[src/rtl/rio_link_tx_framer.sv]
// Link-layer TX framer: sends alignment idles after reset, passes upstream words to the GTP TX,
// and inserts periodic clock-correction bursts when RIO_TX_CC_EN is defined.
module rio_link_tx_framer #(
  parameter logic [7:0]  RIO_COMMA_CHAR = 8'hBC,
  parameter logic [7:0]  RIO_IDLE_DATA  = 8'h50,
  parameter logic [7:0]  RIO_CC_CHAR    = 8'hF7,
  parameter int unsigned ALIGN_LEN      = 16,
  parameter int unsigned CC_PERIOD      = 5000,
  parameter int unsigned CC_LEN         = 4
) (
  input  logic        clk,
  input  logic        rst,
  input  logic [15:0] i_tx_data,
  input  logic [1:0]  i_tx_isk,
  input  logic        i_tx_valid,
  output logic        o_tx_ready,
  output logic [15:0] o_rio_tx_data,
  output logic [1:0]  o_rio_tx_isk,
  output logic        o_err_misaligned
);

  localparam logic [15:0] IdleWord  = {RIO_IDLE_DATA, RIO_COMMA_CHAR};
  localparam logic [7:0]  AlignLast = 8'(ALIGN_LEN - 1);

`ifdef RIO_TX_CC_EN
  typedef enum logic [1:0] {StAlign, StData, StCc} state_e;
  localparam logic [15:0] CcWord     = {RIO_CC_CHAR, RIO_COMMA_CHAR};
  localparam logic [7:0]  CcLast     = 8'(CC_LEN - 1);
  localparam logic [15:0] CcDueCount = 16'(CC_PERIOD - 1);
`else
  typedef enum logic [1:0] {StAlign, StData} state_e;
`endif

  state_e      state_q, state_d;
  logic [7:0]  len_cnt_q, len_cnt_d;
  logic [15:0] data_q, data_d;
  logic [1:0]  isk_q, isk_d;
  logic        err_q, err_d;
  logic        cc_due;
  logic        tx_fire;
  logic        lane1_comma;

`ifdef RIO_TX_CC_EN
  logic [15:0] cc_cnt_q, cc_cnt_d;

  assign cc_due = (cc_cnt_q == CcDueCount);

  // Counter freezes during the burst and is cleared on its last word.
  always_comb begin
    cc_cnt_d = cc_cnt_q;
    if (state_q == StCc) begin
      if (len_cnt_q == CcLast) begin
        cc_cnt_d = '0;
      end
    end else if (!cc_due) begin
      cc_cnt_d = cc_cnt_q + 16'd1;
    end
  end

  always_ff @(posedge clk) begin
    if (rst) begin
      cc_cnt_q <= '0;
    end else begin
      cc_cnt_q <= cc_cnt_d;
    end
  end
`else
  logic unused_cc_cfg;

  assign cc_due        = 1'b0;
  assign unused_cc_cfg = ^{RIO_CC_CHAR, 16'(CC_PERIOD), 8'(CC_LEN)};
`endif

  assign o_tx_ready  = (state_q == StData) && !cc_due && !rst;
  assign tx_fire     = i_tx_valid && o_tx_ready;
  assign lane1_comma = i_tx_isk[1] && (i_tx_data[15:8] == RIO_COMMA_CHAR);

  always_comb begin
    state_d   = state_q;
    len_cnt_d = len_cnt_q;
    data_d    = IdleWord;
    isk_d     = 2'b01;
    err_d     = 1'b0;
    case (state_q)
      StAlign: begin
        if (len_cnt_q == AlignLast) begin
          state_d   = StData;
          len_cnt_d = '0;
        end else begin
          len_cnt_d = len_cnt_q + 8'd1;
        end
      end
      StData: begin
`ifdef RIO_TX_CC_EN
        // The cycle spent here with cc_due set emits the single leading idle.
        if (cc_due) begin
          state_d   = StCc;
          len_cnt_d = '0;
        end
`endif
        if (tx_fire) begin
          if (lane1_comma) begin
            err_d = 1'b1;
          end else begin
            data_d = i_tx_data;
            isk_d  = i_tx_isk;
          end
        end
      end
`ifdef RIO_TX_CC_EN
      StCc: begin
        data_d = CcWord;
        isk_d  = 2'b11;
        if (len_cnt_q == CcLast) begin
          state_d   = StData;
          len_cnt_d = '0;
        end else begin
          len_cnt_d = len_cnt_q + 8'd1;
        end
      end
`endif
      default: begin
        state_d   = StAlign;
        len_cnt_d = '0;
      end
    endcase
  end

  always_ff @(posedge clk) begin
    if (rst) begin
      state_q   <= StAlign;
      len_cnt_q <= '0;
      data_q    <= IdleWord;
      isk_q     <= 2'b01;
      err_q     <= 1'b0;
    end else begin
      state_q   <= state_d;
      len_cnt_q <= len_cnt_d;
      data_q    <= data_d;
      isk_q     <= isk_d;
      err_q     <= err_d;
    end
  end

  assign o_rio_tx_data    = data_q;
  assign o_rio_tx_isk     = isk_q;
  assign o_err_misaligned = err_q;

endmodule

[config.mk]
export PLATFORM = sky130hd
export DESIGN_NAME = rio_link_tx_framer
export DESIGN_NICKNAME = d
export VERILOG_FILES = /design/src/rtl/rio_link_tx_framer.sv
export SDC_FILE = /design/constraint.sdc
export NUM_CORES = 1
export LEC_CHECK = 0
export ABC_CLOCK_PERIOD_IN_PS = 3100
export CORE_MARGIN = 5
export CORE_UTILIZATION = 25
export DETAILED_ROUTE_END_ITERATION = 10
export GPL_TIMING_DRIVEN = 0
export PLACE_DENSITY = 0.52
export SLEW_MARGIN = 20
export SYNTH_ARGS = -nofsm -noshare
export SYNTH_HDL_FRONTEND = slang
export SYNTH_SLANG_ARGS = --single-unit
[constraint.sdc]
create_clock -name clk -period 3.1 [get_ports clk]
set_input_delay 0.62 -clock clk [delete_from_list [all_inputs] [get_ports clk]]
set_output_delay 0.62 -clock clk [all_outputs]
set_load 0.05 [all_outputs]
* After elaboration in Yosys (flattened, before gate mapping)
Index checks and enable logic that the tools add are counted.
Widths: inputs -> output; s select.
** Operators by class
- Add/subtract/negate cells :: 1
- Multipliers :: 0
- Div/mod/pow operators :: 0
- Order comparisons :: 0
- Equality and inequality tests :: 4
- Shift operators :: 0
- Multiplexer cells :: 5
- Bitwise logic cells :: 2
- Reduce and logical (&&, ||, !) cells :: 8
** Operators by type and width (number)
- $pmux 8 s2 :: 1
- $add 8x1->8 const B :: 1
- $eq 8x4->1 const B :: 1
- $eq 8x8->1 const B :: 1
- $mux 8 :: 1
- $pmux 2 s2 :: 1
- $reduce_or 4->1 :: 1
- $logic_and 1x1->1 :: 3
- $reduce_or 3->1 :: 1
- $eq 2x1->1 const B :: 1
- $logic_not 2->1 :: 1
- $mux 2 :: 1
- $ne 2x2->1 const B :: 1
- $not 1->1 :: 2
- $reduce_and 2->1 :: 1
- $logic_not 1->1 :: 1
- $mux 1 :: 1
** Storage, ports and cells
- Flip-flop bits (word level) :: 29
- Bits in latches :: 0
- RAM bits :: 0
- Memory bits (read-only) :: 0
- Input port bits :: 21
- Output and inout port bits :: 20
- Word-level logic and storage cells :: 25
- Memories kept :: 0

* Longest topological paths before layout
Gate-level depths: netlist (run 1).
- Depth after elaboration :: 5
- Mapped depth :: 5

* Worst setup path after synthesis (run 1)
No wires, ideal clock.
- Kind :: input to output
- From :: input port rst
- To :: output port o_tx_ready
- Data arrival time :: 1351 ps
- Data required time :: 2480 ps
- Path slack :: 1129 ps
- Stages :: 1
- Buffers on the path :: 0
- Cells stage by stage :: nor2b_1
** Between the ends
- Cells in the longest elaborated chain, start to end :: 2
** Ends and longest elaborated chain
- start, declared :: RTL line 12 : input logic rst,
- $logic_not 1->1 :: RTL line 74 : assign o_tx_ready = (state_q == StData) && !cc_due && !rst;
- $logic_and 1x1->1 :: RTL line 74
- end, declared :: RTL line 16 : output logic o_tx_ready,
No other way between the ends.

* Final worst setup path (run 1)
Same ends and word-level chain as after synthesis.

==> impl_metrics.ini, run 1 <==
[status]
status = complete, no violations

[global_routing]
track_usage_pct = 8.117
grt-ovfl-total = 0
grt_max_degree = 16
antenna_found_initial = 0
grt_pass1_vias = 771
grt_pass1_wl_um = 3484

[drt]
drt-met1-wl_um = 959
viasPerCell = 4.239
wl_met2_um = 981
num_vias = 797
routed_wl_um = 2154
wl_met3_um = 212
wire_per_inst_um = 11.46
drt_drc_violations_left = 0
highest_layer = met3
drtIter0Drc = 9
ant_nets = 0
drtPass1Iterations = 4

[power]
p_total_mw = 0.6377
p_per_area_nw_per_um2 = 420.5
ir_drop_mv = 0.1642
power.leakage_nw = 0.5498

[synth]
synth_area_leaders = dfxtp_1 (56%), and2_1 (5.0%), or2b_1 (3.8%)
synth_compound_area_share_pct = 8.396
synth_top_family_by_area = simple AND/OR/NAND/NOR gates
synth_seq_cells = 28
synth_top_area_share_pct = 56.14
yosys.area_share.simple_pct = 28.95
synth_cells = 94
syn-num-nets = 116
seq_area_frac_synth_pct = 56.14
synthMuxAreaShare_pct = 1.003
yosys.area_share.xor_xnor_pct = 1.754
synth_top_area_cell = dfxtp_1
syn_area_sq_um = 998.5
synthAdderAreaFrac_pct = 1.253
synth_edf_count = 0
avgSynthCellArea_sq_um = 10.62
ys_top_cells_by_count = dfxtp_1 (28), and2_1 (8), nand2_1 (7)
synth_async_sr_flop_share_pct = 0
ys_dominant_reg_cell = dfxtp_1
yosysMostFrequentCell = dfxtp_1
synth_cell_types = 35
ys_warn_count = 0

[finish]
antennaDiodeCount = 0
drive_gt1_share_pct = 6.522
syn2layout_area_growth_pct = 51.88
layoutNonFillerInstCount = 188
postLayoutCellArea_sq_um = 1516
final_util_pct = 38.46
layout.nets = 161

[critical_path]
r2r_slack_ns = 1.65
cp_max_fo = 8
crit_slowest_cell = clkdlybuf4s50_1
cpMostUsedCell = clkdlybuf4s50_1
r2r.worst_path.cells = 4
r2r_start = len_cnt_q[0]$_SDFFE_PP0N_
critPathRequiredTime_ns = 2.48
startpoint_type = primary input
cp-end-kind = output pin
timing.rr.end = len_cnt_q[4]$_SDFFE_PP0N_
cp.arrival_ns = 2.22
path_class = primary input to output pin
crit_chain = clkdlybuf4s50_1 -> nor2b_1 -> clkdlybuf4s50_1
cp_slowest_stage_delay_ns = 0.83

[clocking]
cts.clk_slew.worst_paths_ns = 0.09
cts_buffers = 3
post-cts-setup-buffer-count = 0
cts_tree = built
htree_levels = 1
cts_hold_buf = 0
clk_latency_ns = 0.27
ctsResizeCount = 0
clock_path_buffers = 2
cts_root_buf = clkbuf_8
clock-sinks = 28

[worst_hold_path]
hp-start = len_cnt_q[7]$_SDFFE_PP0N_
worstHoldPathCells = 2
hold-path-endpoint = len_cnt_q[7]$_SDFFE_PP0N_
hold_path.class = flip-flop to flip-flop

[timing]
finClkSkew_ns = 0.001352
tns_ns = 0
slew_viol_final = 0
fmaxAchievable_mhz = 351.9
finalSetupViolations = 0
final.min_clock_period_ns = 2.842
hold_viol = 0
whs_ns = 0.4886
tightest_slew_ns = 0.6158
setup_slack_ns = 0.2581
finalCritPeriodShare_pct = 91.67
max_slew_margin_pct = 58.57
rsz0062_at_grt = no

[die]
fp.dieH_um = 73.20
num_io_pins = 41
die_w_um = 73.20
rows = 23
die_area_sq_um = 5358
core_sq_um = 3943
initial_core_util_pct = 25.33

[placement]
gp_congestion = 0.6825
place_ws_ns = 0.2401
dp_cells = 184
dp_hpwl_um = 1735
io_buffers = 40
dpl-instance-area_sq_um = 1461

[run]
maxCapViolations = 0
-- how the worst max path moves through the flow --
| stage | start | end | slack [ns] | depth (start not counted) |
|---|---|---|---|---|
| 4_1_cts | rst | o_tx_ready | 0.24 | 3 |
| 3_3_place_gp | rst | o_tx_ready | 0.25 | 3 |
| 6_report | rst | o_tx_ready | 0.26 | 3 |
| 2_1_floorplan | rst | o_tx_ready | 1.13 | 1 |
| 3_5_place_dp | rst | o_tx_ready | 0.24 | 3 |
| 5_1_grt | rst | o_tx_ready | 0.16 | 3 |
-- state kept, by name, indices dropped and copies added, names as in the netlist --
register	flops
o_err_misaligned	1
len_cnt_q	8
o_rio_tx_data	16
o_rio_tx_isk	2
state_q	1
-- metal layers --
layer | global-route usage, % | vias up
met5 | 0 | -
met3 | 2.066 | 0
met4 | 1.844 | 0
met2 | 13.60 | 31
met1 | 10.41 | 350
li1 | - | 416
-- cells by family after synthesis --
kind of cell,count (synthesis)
mux,1
flops,28
buf+inv,4
xor+xnor,2
compound gates,12
simple gates,46
fa+ha+maj,1
-- report_power, final --
part           internal, mW  switching, mW
Sequential            0.364        0.00507
Clock                 0.113          0.109
Combinational        0.0313         0.0154
-- critical path: cells and delay by family --
kind	cells	cell delay [ns]
AND/OR/NAND/NOR	1	0.23
buffers and inverters	2	1.37
-- cell usage in the layout, fill, tap and decap left out, types with 2 or more instances in the layout --
cell type,count
nand2_1,7
dfxtp_1,28
and2b_1,2
nor2_1,4
and3_1,2
clkbuf_8,4
a41oi_1,2
and2_1,8
nand2b_1,2
or3_1,2
clkdlybuf4s50_1,40
or2b_1,5
o31ai_1,2
or4_1,3
nor3b_1,2
a21oi_1,4
-- layout make-up --
class,count,area [sq um]
plain buffers,3,21.27
inverters,1,3.754
well taps,50,62.56
flip-flops and latches,28,560.5
repair buffers,40,400.4
fillers,379,2426
clock buffers,4,55.05
multi-input cells,62,412.9
Note: power is estimated with default switching activity, not from simulation.
==> run 2, diff against run 1 <==
Settings changed: CAP_MARGIN set to 30.
==> results of run 2 <==
Same layout as run 1: the final DEF is identical, and so are final timing and power.
==> run 3, diff against run 2 <==
Settings changed: CTS_CLUSTER_DIAMETER set to 40.
==> results of run 3 <==
Same layout as run 1: the final DEF is identical, and so are final timing and power.
